`src/rtl/regfile_access_ctrl_if.sv`:
```
// Pipeline-side bundle of regfile_access_ctrl: decode read requester and writeback write requester.
interface regfile_access_ctrl_if #(
  parameter int unsigned ADDR_W = 5,
  parameter int unsigned DATA_W = 32
);
  logic              rd_req;
  logic [ADDR_W-1:0] rd_addr_a;
  logic [ADDR_W-1:0] rd_addr_b;
  logic              rd_grant;
  logic              rd_valid;
  logic [DATA_W-1:0] rd_data_a;
  logic [DATA_W-1:0] rd_data_b;
  logic              wr_valid;
  logic [ADDR_W-1:0] wr_addr;
  logic [DATA_W-1:0] wr_data;
  logic              wr_ready;

  modport master (
    output rd_req, rd_addr_a, rd_addr_b, wr_valid, wr_addr, wr_data,
    input  rd_grant, rd_valid, rd_data_a, rd_data_b, wr_ready
  );

  modport slave (
    input  rd_req, rd_addr_a, rd_addr_b, wr_valid, wr_addr, wr_data,
    output rd_grant, rd_valid, rd_data_a, rd_data_b, wr_ready
  );
endinterface

```
`src/rtl/regfile_access_ctrl.sv`:
```
// Arbitrates a single-port register file between decode reads and buffered writeback writes,
// with read bypass from the write buffer. Optional statistics counters under RFCTRL_STATS_EN.
module regfile_access_ctrl #(
  parameter int unsigned WB_DEPTH = 4,
  parameter int unsigned ADDR_W   = 5,
  parameter int unsigned DATA_W   = 32
) (
  input  logic                clock,
  input  logic                reset_n,
  regfile_access_ctrl_if.slave pipe,
  output logic [ADDR_W-1:0]   rf_read_addr_a,
  output logic [ADDR_W-1:0]   rf_read_addr_b,
  output logic [ADDR_W-1:0]   rf_write_address,
  output logic [DATA_W-1:0]   rf_write_data,
  output logic                rf_reg_write,
  input  logic [DATA_W-1:0]   rf_data_a,
  input  logic [DATA_W-1:0]   rf_data_b
`ifdef RFCTRL_STATS_EN
  ,
  output logic [15:0]         stat_rd_stall,
  output logic [15:0]         stat_forced_drain
`endif
);

  localparam int unsigned PTR_W = $clog2(WB_DEPTH);
  localparam int unsigned CNT_W = $clog2(WB_DEPTH + 1);

  typedef struct packed {
    logic [ADDR_W-1:0] addr;
    logic [DATA_W-1:0] data;
  } wb_entry_t;

  typedef enum logic [1:0] {SLOT_IDLE, SLOT_READ, SLOT_DRAIN, SLOT_FORCED} slot_e;

  wb_entry_t         wb_mem [WB_DEPTH];
  logic [PTR_W-1:0]  head_q, tail_q, idx;
  logic [CNT_W-1:0]  count_q;
  slot_e             slot;
  logic              full, grant, drain, push;
  logic              hit_a, hit_b, hit_a_q, hit_b_q, zero_a_q, zero_b_q, rd_valid_q;
  logic [DATA_W-1:0] byp_a, byp_b, byp_a_q, byp_b_q, data_a_q, data_b_q;
  logic [DATA_W-1:0] rd_data_a_c, rd_data_b_c;

  // Slot decision: a full buffer always wins so the writeback stage cannot deadlock
  always_comb begin
    slot = SLOT_IDLE;
    full = (count_q == CNT_W'(WB_DEPTH));
    if (!reset_n)              slot = SLOT_IDLE;
    else if (full)             slot = SLOT_FORCED;
    else if (pipe.rd_req)      slot = SLOT_READ;
    else if (count_q != '0)    slot = SLOT_DRAIN;
  end

  assign grant         = (slot == SLOT_READ);
  assign drain         = (slot == SLOT_FORCED) || (slot == SLOT_DRAIN);
  assign pipe.rd_grant = grant;
  assign pipe.wr_ready = reset_n && !full;
  assign push          = pipe.wr_valid && pipe.wr_ready && (pipe.wr_addr != '0);

  assign rf_reg_write     = drain;
  assign rf_write_address = wb_mem[head_q].addr;
  assign rf_write_data    = wb_mem[head_q].data;
  assign rf_read_addr_a   = grant ? pipe.rd_addr_a : '0;
  assign rf_read_addr_b   = grant ? pipe.rd_addr_b : '0;

  // Bypass search: oldest to youngest so the last match (youngest) wins, incoming write last
  always_comb begin
    hit_a = 1'b0;
    hit_b = 1'b0;
    byp_a = '0;
    byp_b = '0;
    idx   = '0;
    for (int unsigned i = 0; i < WB_DEPTH; i++) begin
      idx = head_q + PTR_W'(i);
      if (CNT_W'(i) < count_q) begin
        if (wb_mem[idx].addr == pipe.rd_addr_a) begin
          hit_a = 1'b1;
          byp_a = wb_mem[idx].data;
        end
        if (wb_mem[idx].addr == pipe.rd_addr_b) begin
          hit_b = 1'b1;
          byp_b = wb_mem[idx].data;
        end
      end
    end
    if (push && (pipe.wr_addr == pipe.rd_addr_a)) begin
      hit_a = 1'b1;
      byp_a = pipe.wr_data;
    end
    if (push && (pipe.wr_addr == pipe.rd_addr_b)) begin
      hit_b = 1'b1;
      byp_b = pipe.wr_data;
    end
  end

  always_ff @(posedge clock) begin
    if (push) wb_mem[tail_q] <= '{addr: pipe.wr_addr, data: pipe.wr_data};
  end

  always_ff @(posedge clock) begin
    if (!reset_n) begin
      head_q  <= '0;
      tail_q  <= '0;
      count_q <= '0;
    end else begin
      if (push)  tail_q <= tail_q + PTR_W'(1);
      if (drain) head_q <= head_q + PTR_W'(1);
      count_q <= count_q + CNT_W'(push) - CNT_W'(drain);
    end
  end

  always_ff @(posedge clock) begin
    if (!reset_n) begin
      rd_valid_q <= 1'b0;
      hit_a_q    <= 1'b0;
      hit_b_q    <= 1'b0;
      zero_a_q   <= 1'b0;
      zero_b_q   <= 1'b0;
      byp_a_q    <= '0;
      byp_b_q    <= '0;
      data_a_q   <= '0;
      data_b_q   <= '0;
    end else begin
      rd_valid_q <= grant;
      if (grant) begin
        hit_a_q  <= hit_a;
        hit_b_q  <= hit_b;
        byp_a_q  <= byp_a;
        byp_b_q  <= byp_b;
        zero_a_q <= (pipe.rd_addr_a == '0);
        zero_b_q <= (pipe.rd_addr_b == '0);
      end
      if (rd_valid_q) begin
        data_a_q <= rd_data_a_c;
        data_b_q <= rd_data_b_c;
      end
    end
  end

  // Register file data arrives one cycle after the grant, so the final mux is combinational
  assign rd_data_a_c    = zero_a_q ? '0 : (hit_a_q ? byp_a_q : rf_data_a);
  assign rd_data_b_c    = zero_b_q ? '0 : (hit_b_q ? byp_b_q : rf_data_b);
  assign pipe.rd_valid  = rd_valid_q;
  assign pipe.rd_data_a = rd_valid_q ? rd_data_a_c : data_a_q;
  assign pipe.rd_data_b = rd_valid_q ? rd_data_b_c : data_b_q;

`ifdef RFCTRL_STATS_EN
  always_ff @(posedge clock) begin
    if (!reset_n) begin
      stat_rd_stall     <= '0;
      stat_forced_drain <= '0;
    end else begin
      if (pipe.rd_req && !grant && (stat_rd_stall != 16'hFFFF))
        stat_rd_stall <= stat_rd_stall + 16'd1;
      if ((slot == SLOT_FORCED) && (stat_forced_drain != 16'hFFFF))
        stat_forced_drain <= stat_forced_drain + 16'd1;
    end
  end
`else
  // Statistics counters are not built in this configuration
`endif

endmodule

```
`src/flat_wrapper.sv`:
```
// flat-port wrapper written by rule: the top's interface ports become plain ports
module regfile_access_ctrl_flat 
#(
  parameter int unsigned WB_DEPTH = 4,
  parameter int unsigned ADDR_W   = 5,
  parameter int unsigned DATA_W   = 32
)
  (clock, reset_n, rf_read_addr_a, rf_read_addr_b, rf_write_address, rf_write_data, rf_reg_write, rf_data_a, rf_data_b, pipe_rd_req, pipe_rd_addr_a, pipe_rd_addr_b, pipe_wr_valid, pipe_wr_addr, pipe_wr_data, pipe_rd_grant, pipe_rd_valid, pipe_rd_data_a, pipe_rd_data_b, pipe_wr_ready);
  regfile_access_ctrl_if #(.ADDR_W(ADDR_W), .DATA_W(DATA_W)) pipe_i ();
  input  logic clock;
  input  logic reset_n;
  output logic [ADDR_W-1:0] rf_read_addr_a;
  output logic [ADDR_W-1:0] rf_read_addr_b;
  output logic [ADDR_W-1:0] rf_write_address;
  output logic [DATA_W-1:0] rf_write_data;
  output logic rf_reg_write;
  input  logic [DATA_W-1:0] rf_data_a;
  input  logic [DATA_W-1:0] rf_data_b;
  input wire logic [$bits(pipe_i.rd_req)-1:0] pipe_rd_req;
  input wire logic [$bits(pipe_i.rd_addr_a)-1:0] pipe_rd_addr_a;
  input wire logic [$bits(pipe_i.rd_addr_b)-1:0] pipe_rd_addr_b;
  input wire logic [$bits(pipe_i.wr_valid)-1:0] pipe_wr_valid;
  input wire logic [$bits(pipe_i.wr_addr)-1:0] pipe_wr_addr;
  input wire logic [$bits(pipe_i.wr_data)-1:0] pipe_wr_data;
  output wire logic [$bits(pipe_i.rd_grant)-1:0] pipe_rd_grant;
  output wire logic [$bits(pipe_i.rd_valid)-1:0] pipe_rd_valid;
  output wire logic [$bits(pipe_i.rd_data_a)-1:0] pipe_rd_data_a;
  output wire logic [$bits(pipe_i.rd_data_b)-1:0] pipe_rd_data_b;
  output wire logic [$bits(pipe_i.wr_ready)-1:0] pipe_wr_ready;
  assign pipe_i.rd_req = pipe_rd_req;
  assign pipe_i.rd_addr_a = pipe_rd_addr_a;
  assign pipe_i.rd_addr_b = pipe_rd_addr_b;
  assign pipe_i.wr_valid = pipe_wr_valid;
  assign pipe_i.wr_addr = pipe_wr_addr;
  assign pipe_i.wr_data = pipe_wr_data;
  assign pipe_rd_grant = pipe_i.rd_grant;
  assign pipe_rd_valid = pipe_i.rd_valid;
  assign pipe_rd_data_a = pipe_i.rd_data_a;
  assign pipe_rd_data_b = pipe_i.rd_data_b;
  assign pipe_wr_ready = pipe_i.wr_ready;
  regfile_access_ctrl #(.WB_DEPTH(WB_DEPTH), .ADDR_W(ADDR_W), .DATA_W(DATA_W)) u_core (.clock(clock), .reset_n(reset_n), .pipe(pipe_i), .rf_read_addr_a(rf_read_addr_a), .rf_read_addr_b(rf_read_addr_b), .rf_write_address(rf_write_address), .rf_write_data(rf_write_data), .rf_reg_write(rf_reg_write), .rf_data_a(rf_data_a), .rf_data_b(rf_data_b));
endmodule
```
`config.mk`:
```
export PLATFORM = sky130hd
export DESIGN_NAME = regfile_access_ctrl_flat
export DESIGN_NICKNAME = d
export VERILOG_FILES = /design/src/rtl/regfile_access_ctrl_if.sv /design/src/rtl/regfile_access_ctrl.sv /design/src/flat_wrapper.sv
export SDC_FILE = /design/constraint.sdc
export NUM_CORES = 1
export LEC_CHECK = 0
export ABC_CLOCK_PERIOD_IN_PS = 3400
export CELL_PAD_IN_SITES_DETAIL_PLACEMENT = 1
export CELL_PAD_IN_SITES_GLOBAL_PLACEMENT = 2
export CORE_ASPECT_RATIO = 1.4
export CORE_MARGIN = 1
export CORE_UTILIZATION = 39
export CTS_BUF_LIST = sky130_fd_sc_hd__clkbuf_8
export CTS_CLUSTER_DIAMETER = 60
export DETAILED_ROUTE_END_ITERATION = 16
export PLACE_DENSITY = 0.87
export REMOVE_ABC_BUFFERS = 1
export SYNTH_ARGS = -nofsm -noshare
export SYNTH_HDL_FRONTEND = slang
export SYNTH_SLANG_ARGS = --single-unit
```
`constraint.sdc`:
```
create_clock -name clock -period 3.4 [get_ports clock]
set_input_delay 0.68 -clock clock [delete_from_list [all_inputs] [get_ports clock]]
set_output_delay 0.68 -clock clock [all_outputs]
set_load 0.02 [all_outputs]
```
==> flow_metrics.tcl, run 1 <==
set metrics [dict create \
    gr-total-overflow 0 \
    worst_path_most_repeated_cell "and2_1" \
    finalNonFillerCells 2340 \
    power_density_mw_per_mm2 610 \
    synth-seq-cells 290 \
    power_w 0.0135 \
    cp_max_fo 13 \
    slew_headroom_pct 30.8 \
    start_util_pct 39.6 \
    yosysTopAreaCellShare_pct 24.8 \
    critPathLaunchType "register" \
    register_area_mm2 0.00731 \
    grt_pass1_vias 16400 \
    rows 92 \
    drive_gt1_share_pct 20.1 \
    yosysSeqAreaShare_pct 40.7 \
    place_hpwl_mm 39.8 \
    fp.dieH_um 256 \
    synthFlopType "edfxtp_1" \
    hold_violations 0 \
    leakagePower_nw 7.07 \
    fmax_mhz 300 \
    use_met1_pct 30.8 \
    wirelength_mm 64.2 \
    ys_warn_count 0 \
    detail_route.wl_per_cell_um 27.5 \
    fin_skew_ns 0.0327 \
    yosysTopAreaCell "edfxtp_1" \
    grtUsageMet3_pct 4.71 \
    multi_input_area_mm2 0.00962 \
    grt_pass1_wl_mm 98.3 \
    cts_max_path_buffers 3 \
    end_kind "primary output" \
    core_area_mm2 0.0452 \
    syn2layout_area_growth_pct 23.6 \
    status "finished, final reports clean" \
    critical_path_class "register to primary output" \
    postCtsHoldBufs 0 \
    timing.final.crit_period_ns 3.34 \
    synth_edf_count 148 \
    slowest_delay_ns 0.54 \
    drc 0 \
    portBuffers 229 \
    async_flop_share_pct 0 \
    cp.required_ns 2.72 \
    cts_buffers 50 \
    path_clk_slew_ns 0.06 \
    tritoncts "yes" \
    route.vias.total 15000 \
    first_pass_iters 5 \
    pin_count 230 \
    synth.top_cells.by_area "edfxtp_1 (25%), mux4_2 (19%), dfxtp_1 (16%), a221oi_1 (4.6%), and2_1 (4.2%)" \
    fin_nets 1807 \
    rsz0062_at_grt "no" \
    worst_pin_slew_ns 1.04 \
    place_inst 2240 \
    clock_sinks 290 \
    antenna_found_initial 6 \
    drt_first_iter_violations 930 \
    avgViaCountPerCell 6.42 \
    worstHoldPathType "primary input to register" \
    drv_cap 0 \
    finalMaxSlewViolations 0 \
    setup_viol 0 \
    syn_inst 1509 \
    ir_worst_vdd_uv 509 \
    worstPathArrival_ns 2.66 \
    synth_area_mm2 0.0179 \
    clockRootBuffer "clkbuf_8" \
    gp_congestion 0.842 \
    ant_nets 0 \
    grt_busiest_layer "met2" \
    die_w_um 183 \
    period_share_pct 98.1 \
    grtUsageMet2_pct 49.5 \
    clkLatencyLatePin_ns 0.62 \
    grt_max_degree 90 \
    synth_common_cells "edfxtp_1 (148), mux4_2 (148), dfxtp_1 (142), and2_1 (121), clkbuf_1 (109)" \
    die-area_mm2 0.0468 \
    groute.usage.overall_pct 27.6 \
    syn_avg_cell_area_um2 11.9 \
    yosys.cell_types.count 49 \
    crit_path_top_delay_cell "clkdlybuf4s50_1" \
    fill_cells 4711 \
    cp_cell_sequence "or3b_2 -> and2_1 -> nand2_4 -> inv_4 -> and2_1 -> clkdlybuf4s50_1" \
    htree_levels 2 \
]
path summary, 6_finish.rpt:
kind                     startpoint                 to  slack, ns  cells after the start
hold / removal              reset_n    u_core.zero_a_q       0.46                      2
setup / recovery  u_core.count_q[2]  rf_read_addr_b[0]       0.06                      6
setup reg to reg   u_core.head_q[1]  u_core.byp_b_q[6]       0.32                      6
hold reg to reg     u_core.zero_b_q    u_core.zero_b_q       0.53                      2
flip-flops by register name, summed over array words and instances, names as in the netlist, 2 cells and up, named ones only:
name,flops
u_core.count_q,3
u_core.data_a_q,32
u_core.wb_mem,148
u_core.head_q,2
u_core.data_b_q,32
u_core.byp_b_q,32
u_core.tail_q,2
u_core.byp_a_q,32
cell usage in the layout (no fill, tap or decap), types with 49 or more instances in the layout:
cell	count
xnor2_1	49
clkdlybuf4s50_1	226
nand3b_1	63
inv_1	119
mux4_2	148
o22ai_1	96
a21oi_1	69
clkbuf_8	56
edfxtp_1	148
and2_1	116
mux2i_1	71
a221oi_1	95
dfxtp_1	134
layer usage:
metal,vias up,part of all wire (%)
met3,192,6.8
met1,7767,36
met2,739,53
met4,0,4.8
met5,-,0
li1,6328,-
layout make-up:
type / count / share of cell area, %
antenna: 5 / 0.0565
clock buffer: 56 / 3.48
clock inverter: 37 / 1.41
inverter: 107 / 1.82
multi-input combinational: 953 / 43.4
sequential: 290 / 33.0
tap: 611 / 3.45
timing repair buffer: 281 / 13.3
repair_timing:
action | CTS | global route
gates resized for setup | 5 | 1
setup endpoints to repair | 45 | 1
setup buffers | 2 | 0
worst max-delay path, delay by kind of cell (launching register included):
family,cells,cell delay [ns]
buffers and inverters,2,0.64
DFF,1,0.40
and+or+nand+nor,4,1.00
per-stage QoR:
step / utilization (%) / hold WS (ns) / setup TNS [ns] / cell area, um2 / worst slack (ns)
2_1_floorplan: - / 0.469 / -282.77 / 17200 / -4.23
3_3_place_gp: 46.5 / 0.483 / 0 / 21000 / 0.217
3_5_place_dp: 46.5 / 0.509 / 0 / 21000 / 0.159
4_1_cts: 48.9 / 0.423 / 0 / 22100 / 0.00499
5_1_grt: 49.0 / 0.445 / 0 / 22200 / 0.00796
6_report: 49.0 / 0.460 / 0 / 22200 / 0.0649
power breakdown:
part | leakage (nW) | internal, W | switching, W | total, W
sequential | 2.51 | 0.00406 | 0.000402 | 0.00446
clock | 0.598 | 0.00197 | 0.00154 | 0.00350
combinational | 3.96 | 0.00256 | 0.00300 | 0.00555
kinds of logic (layout without fill, tap and decap cells):
logic type	count (synthesis)	in the layout	share of synthesized area [%]
other	0	5	0
muxes	219	219	22.6
xor gates and xnor gates	56	56	2.74
DFF	290	290	40.7
AOI/OAI and AO/OA	400	400	18.0
buffers and inverters	266	481	6.19
adders and majority gates	9	9	0.670
and+or+nand+nor	269	269	9.21
No activity file was read; power rests on OpenSTA's default activity.
==> run 2: changes to the inputs <==
--- a/config.mk
+++ b/config.mk
@@ -5,7 +5,6 @@
 export SDC_FILE = /design/constraint.sdc
 export NUM_CORES = 1
 export LEC_CHECK = 0
-export ABC_CLOCK_PERIOD_IN_PS = 3400
 export CELL_PAD_IN_SITES_DETAIL_PLACEMENT = 1
 export CELL_PAD_IN_SITES_GLOBAL_PLACEMENT = 2
 export CORE_ASPECT_RATIO = 1.4
@@ -19,3 +18,4 @@
 export SYNTH_ARGS = -nofsm -noshare
 export SYNTH_HDL_FRONTEND = slang
 export SYNTH_SLANG_ARGS = --single-unit
+export TNS_END_PERCENT = 30
==> results of run 2 <==
No change in the layout: final DEF, timing and power equal those of run 1.
==> run 3: changes to the inputs <==
==> config.mk (replaced) <==
export PLATFORM = sky130hd
export DESIGN_NAME = regfile_access_ctrl_flat
export DESIGN_NICKNAME = d
export VERILOG_FILES = /design/src/rtl/regfile_access_ctrl_if.sv /design/src/rtl/regfile_access_ctrl.sv /design/src/flat_wrapper.sv
export SDC_FILE = /design/constraint.sdc
export NUM_CORES = 1
export LEC_CHECK = 0
export CORE_ASPECT_RATIO = 1.4
export CORE_MARGIN = 1
export CORE_UTILIZATION = 55
export CTS_BUF_LIST = sky130_fd_sc_hd__clkbuf_8
export CTS_CLUSTER_DIAMETER = 60
export DETAILED_ROUTE_END_ITERATION = 16
export PLACE_DENSITY = 0.83
export REMOVE_ABC_BUFFERS = 1
export SYNTH_ARGS = -nofsm -noshare
export SYNTH_HDL_FRONTEND = slang
export SYNTH_SLANG_ARGS = --single-unit
==> run 3 against run 2 <==
Effect of this change: sequential share of layout area rose by 0.73 points; cell count fell by 9.9%; via count rose by 1.1%; die area fell by 29%; clock-buffer cell count fell by 9; power fell by 4.3%; utilization rose by 19 points; worst setup slack improved by 0.013 ns; first-iteration DRC count rose by 86%; register-to-register slack improved by 0.03 ns; clock power fell by 14%; critical path depth did not move; critical path type unchanged; largest power group unchanged.
==> flow_metrics.tcl, run 3 (same netlist as run 1, synthesis figures left out) <==
set metrics [dict create \
    hold_slack_ns 0.443 \
    syn2layout_area_growth_pct 20.9 \
    fin_nets 1799 \
    fin_skew_ns 0.0305 \
    crit_start "u_core.count_q[2]" \
    layout_common_cells "clkdlybuf4s50_1 (227), mux4_2 (148), edfxtp_1 (148), dfxtp_1 (134), and2_1 (116)" \
    end_kind "primary output" \
    core_area_mm2 0.0318 \
    drv_cap 0 \
    worstPathArrival_ns 2.64 \
    clockRootBuffer "clkbuf_8" \
    route.vias.total 15200 \
    critical_path_class "register to primary output" \
    worst_pin_slew_ns 1.07 \
    worst_path_most_repeated_cell "and2_1" \
    ir_worst_vdd_uv 543 \
    status "finished, final reports clean" \
    grt_max_degree 134 \
    place_inst 2022 \
    ant_nets 0 \
    slowest_delay_ns 0.54 \
    cts_buffers 44 \
    gp_congestion 0.911 \
    cp.required_ns 2.72 \
    avgViaCountPerCell 7.21 \
    hold_violations 0 \
    tritoncts "yes" \
    cp_max_fo 13 \
    leakagePower_nw 6.94 \
    cp_cell_sequence "or3b_2 -> and2_1 -> nand2_4 -> inv_4 -> and2_1 -> clkdlybuf4s50_1" \
    largest_register_ffs 148 \
    min_path_cells 2 \
    slew_headroom_pct 28.5 \
    grt_pass1_vias 15400 \
    pin_count 230 \
    htree_levels 2 \
    place_hpwl_mm 33.8 \
    finalMaxSlewViolations 0 \
    wirelength_mm 56.3 \
    hp-start "reset_n" \
    cts_max_path_buffers 3 \
    drive_gt1_share_pct 19.7 \
    antenna_found_initial 4 \
    power_density_mw_per_mm2 597 \
    clock_sinks 290 \
    drc 0 \
    cp.depth 6 \
    clkLatencyLatePin_ns 0.60 \
    fp.dieH_um 216 \
    postCtsHoldBufs 0 \
    fmax_mhz 301 \
    setup_viol 0 \
    worstHoldPathType "primary input to register" \
    detail_route.wl_per_cell_um 26.7 \
    final_common_cell "clkdlybuf4s50_1" \
    critPathLaunchType "register" \
    r2r_start "u_core.head_q[0]" \
    gr-total-overflow 0 \
    critPathBufInv 2 \
    die_w_um 155 \
    portBuffers 229 \
    rr_worst_depth 6 \
    path_clk_slew_ns 0.06 \
    crit_path_top_delay_cell "clkdlybuf4s50_1" \
    timing.final.crit_period_ns 3.32 \
    period_share_pct 97.7 \
    rows 77 \
    first_pass_iters 6 \
    start_util_pct 56.4 \
    top_register "u_core.wb_mem" \
    grt_pass1_wl_mm 85.8 \
    groute.usage.overall_pct 33.8 \
    die-area_mm2 0.0333 \
    rsz0062_at_grt "no" \
    crit_family "simple AND/OR/NAND/NOR gates" \
    finalNonFillerCells 2108 \
    drt_first_iter_violations 1727 \
]
run 3: cell types whose count changed in the layout (fill, tap and decap cells not counted), sizes merged, moves of 2 or more:
cell,previous run,this run
buf,53,51
bufinv,6,4
inv,120,115
clkinv,17,19
clkbuf,56,47
run 3: metrics by stage:
step                      setup WS (ns)  utilization, %  power (W)  setup TNS (ns)  area (um2)
after detailed placement         0.0801            65.2    0.00986               0       20700
after global placement            0.246            65.2    0.00973               0       20700
final                            0.0784            68.2     0.0129               0       21700
after CTS                       0.00349            68.1     0.0129               0       21700
after global routing             0.0301            68.2     0.0134               0       21700
after floorplan                   -4.23               -    0.00805         -282.77       17200
run 3: routing by layer:
metal	part of all wire, %	track usage, %	routed length, um
met1	33	38.3	18400
met2	48	56.3	27200
met3	12	8.11	6770
met4	7.0	23.3	3910
met5	0	0	0
run 3: cell type report:
class | instances | area, um2
clock inverter | 33 | 245
sequential | 290 | 7310
tap | 395 | 494
timing repair buffer | 279 | 2940
clock buffer | 47 | 647
multi-input combinational | 953 | 9620
fill | 2225 | 10100
antenna | 4 | 10.0
inverter | 107 | 404
run 3: worst register-to-register path: cells and delay by family (launching register included):
| family | cells | cell delay [ns] |
|---|---|---|
| multiplexers | 1 | 0.66 |
| AO/OA/AOI/OAI | 1 | 0.29 |
| XOR/XNOR | 1 | 0.16 |
| flip-flops | 1 | 0.66 |
| AND/OR/NAND/NOR | 3 | 1.20 |
run 3: path summary, 6_finish.rpt:
| kind | end | slack (ns) |
|---|---|---|
| hold / removal | u_core.data_a_q[3] | 0.44 |
| setup reg to reg | u_core.byp_b_q[11] | 0.35 |
| hold reg to reg | u_core.tail_q[1] | 0.51 |
| setup / recovery | rf_read_addr_b[1] | 0.08 |
run 3: power breakdown:
group          leakage, nW  total, W  switching [W]  internal, W
Combinational         3.94   0.00548        0.00291      0.00257
Clock                0.484   0.00300        0.00141      0.00159
Sequential            2.51   0.00446       0.000407      0.00406
run 3: timing repair:
| item | 4_1_cts | 5_1_grt |
|---|---|---|
| pin swaps | 0 | 0 |
| setup buffers | 2 | 0 |
| hold endpoints to repair | 0 | 0 |
| gates resized for setup | 2 | 2 |
| endpoints found under the setup margin | 37 | 13 |
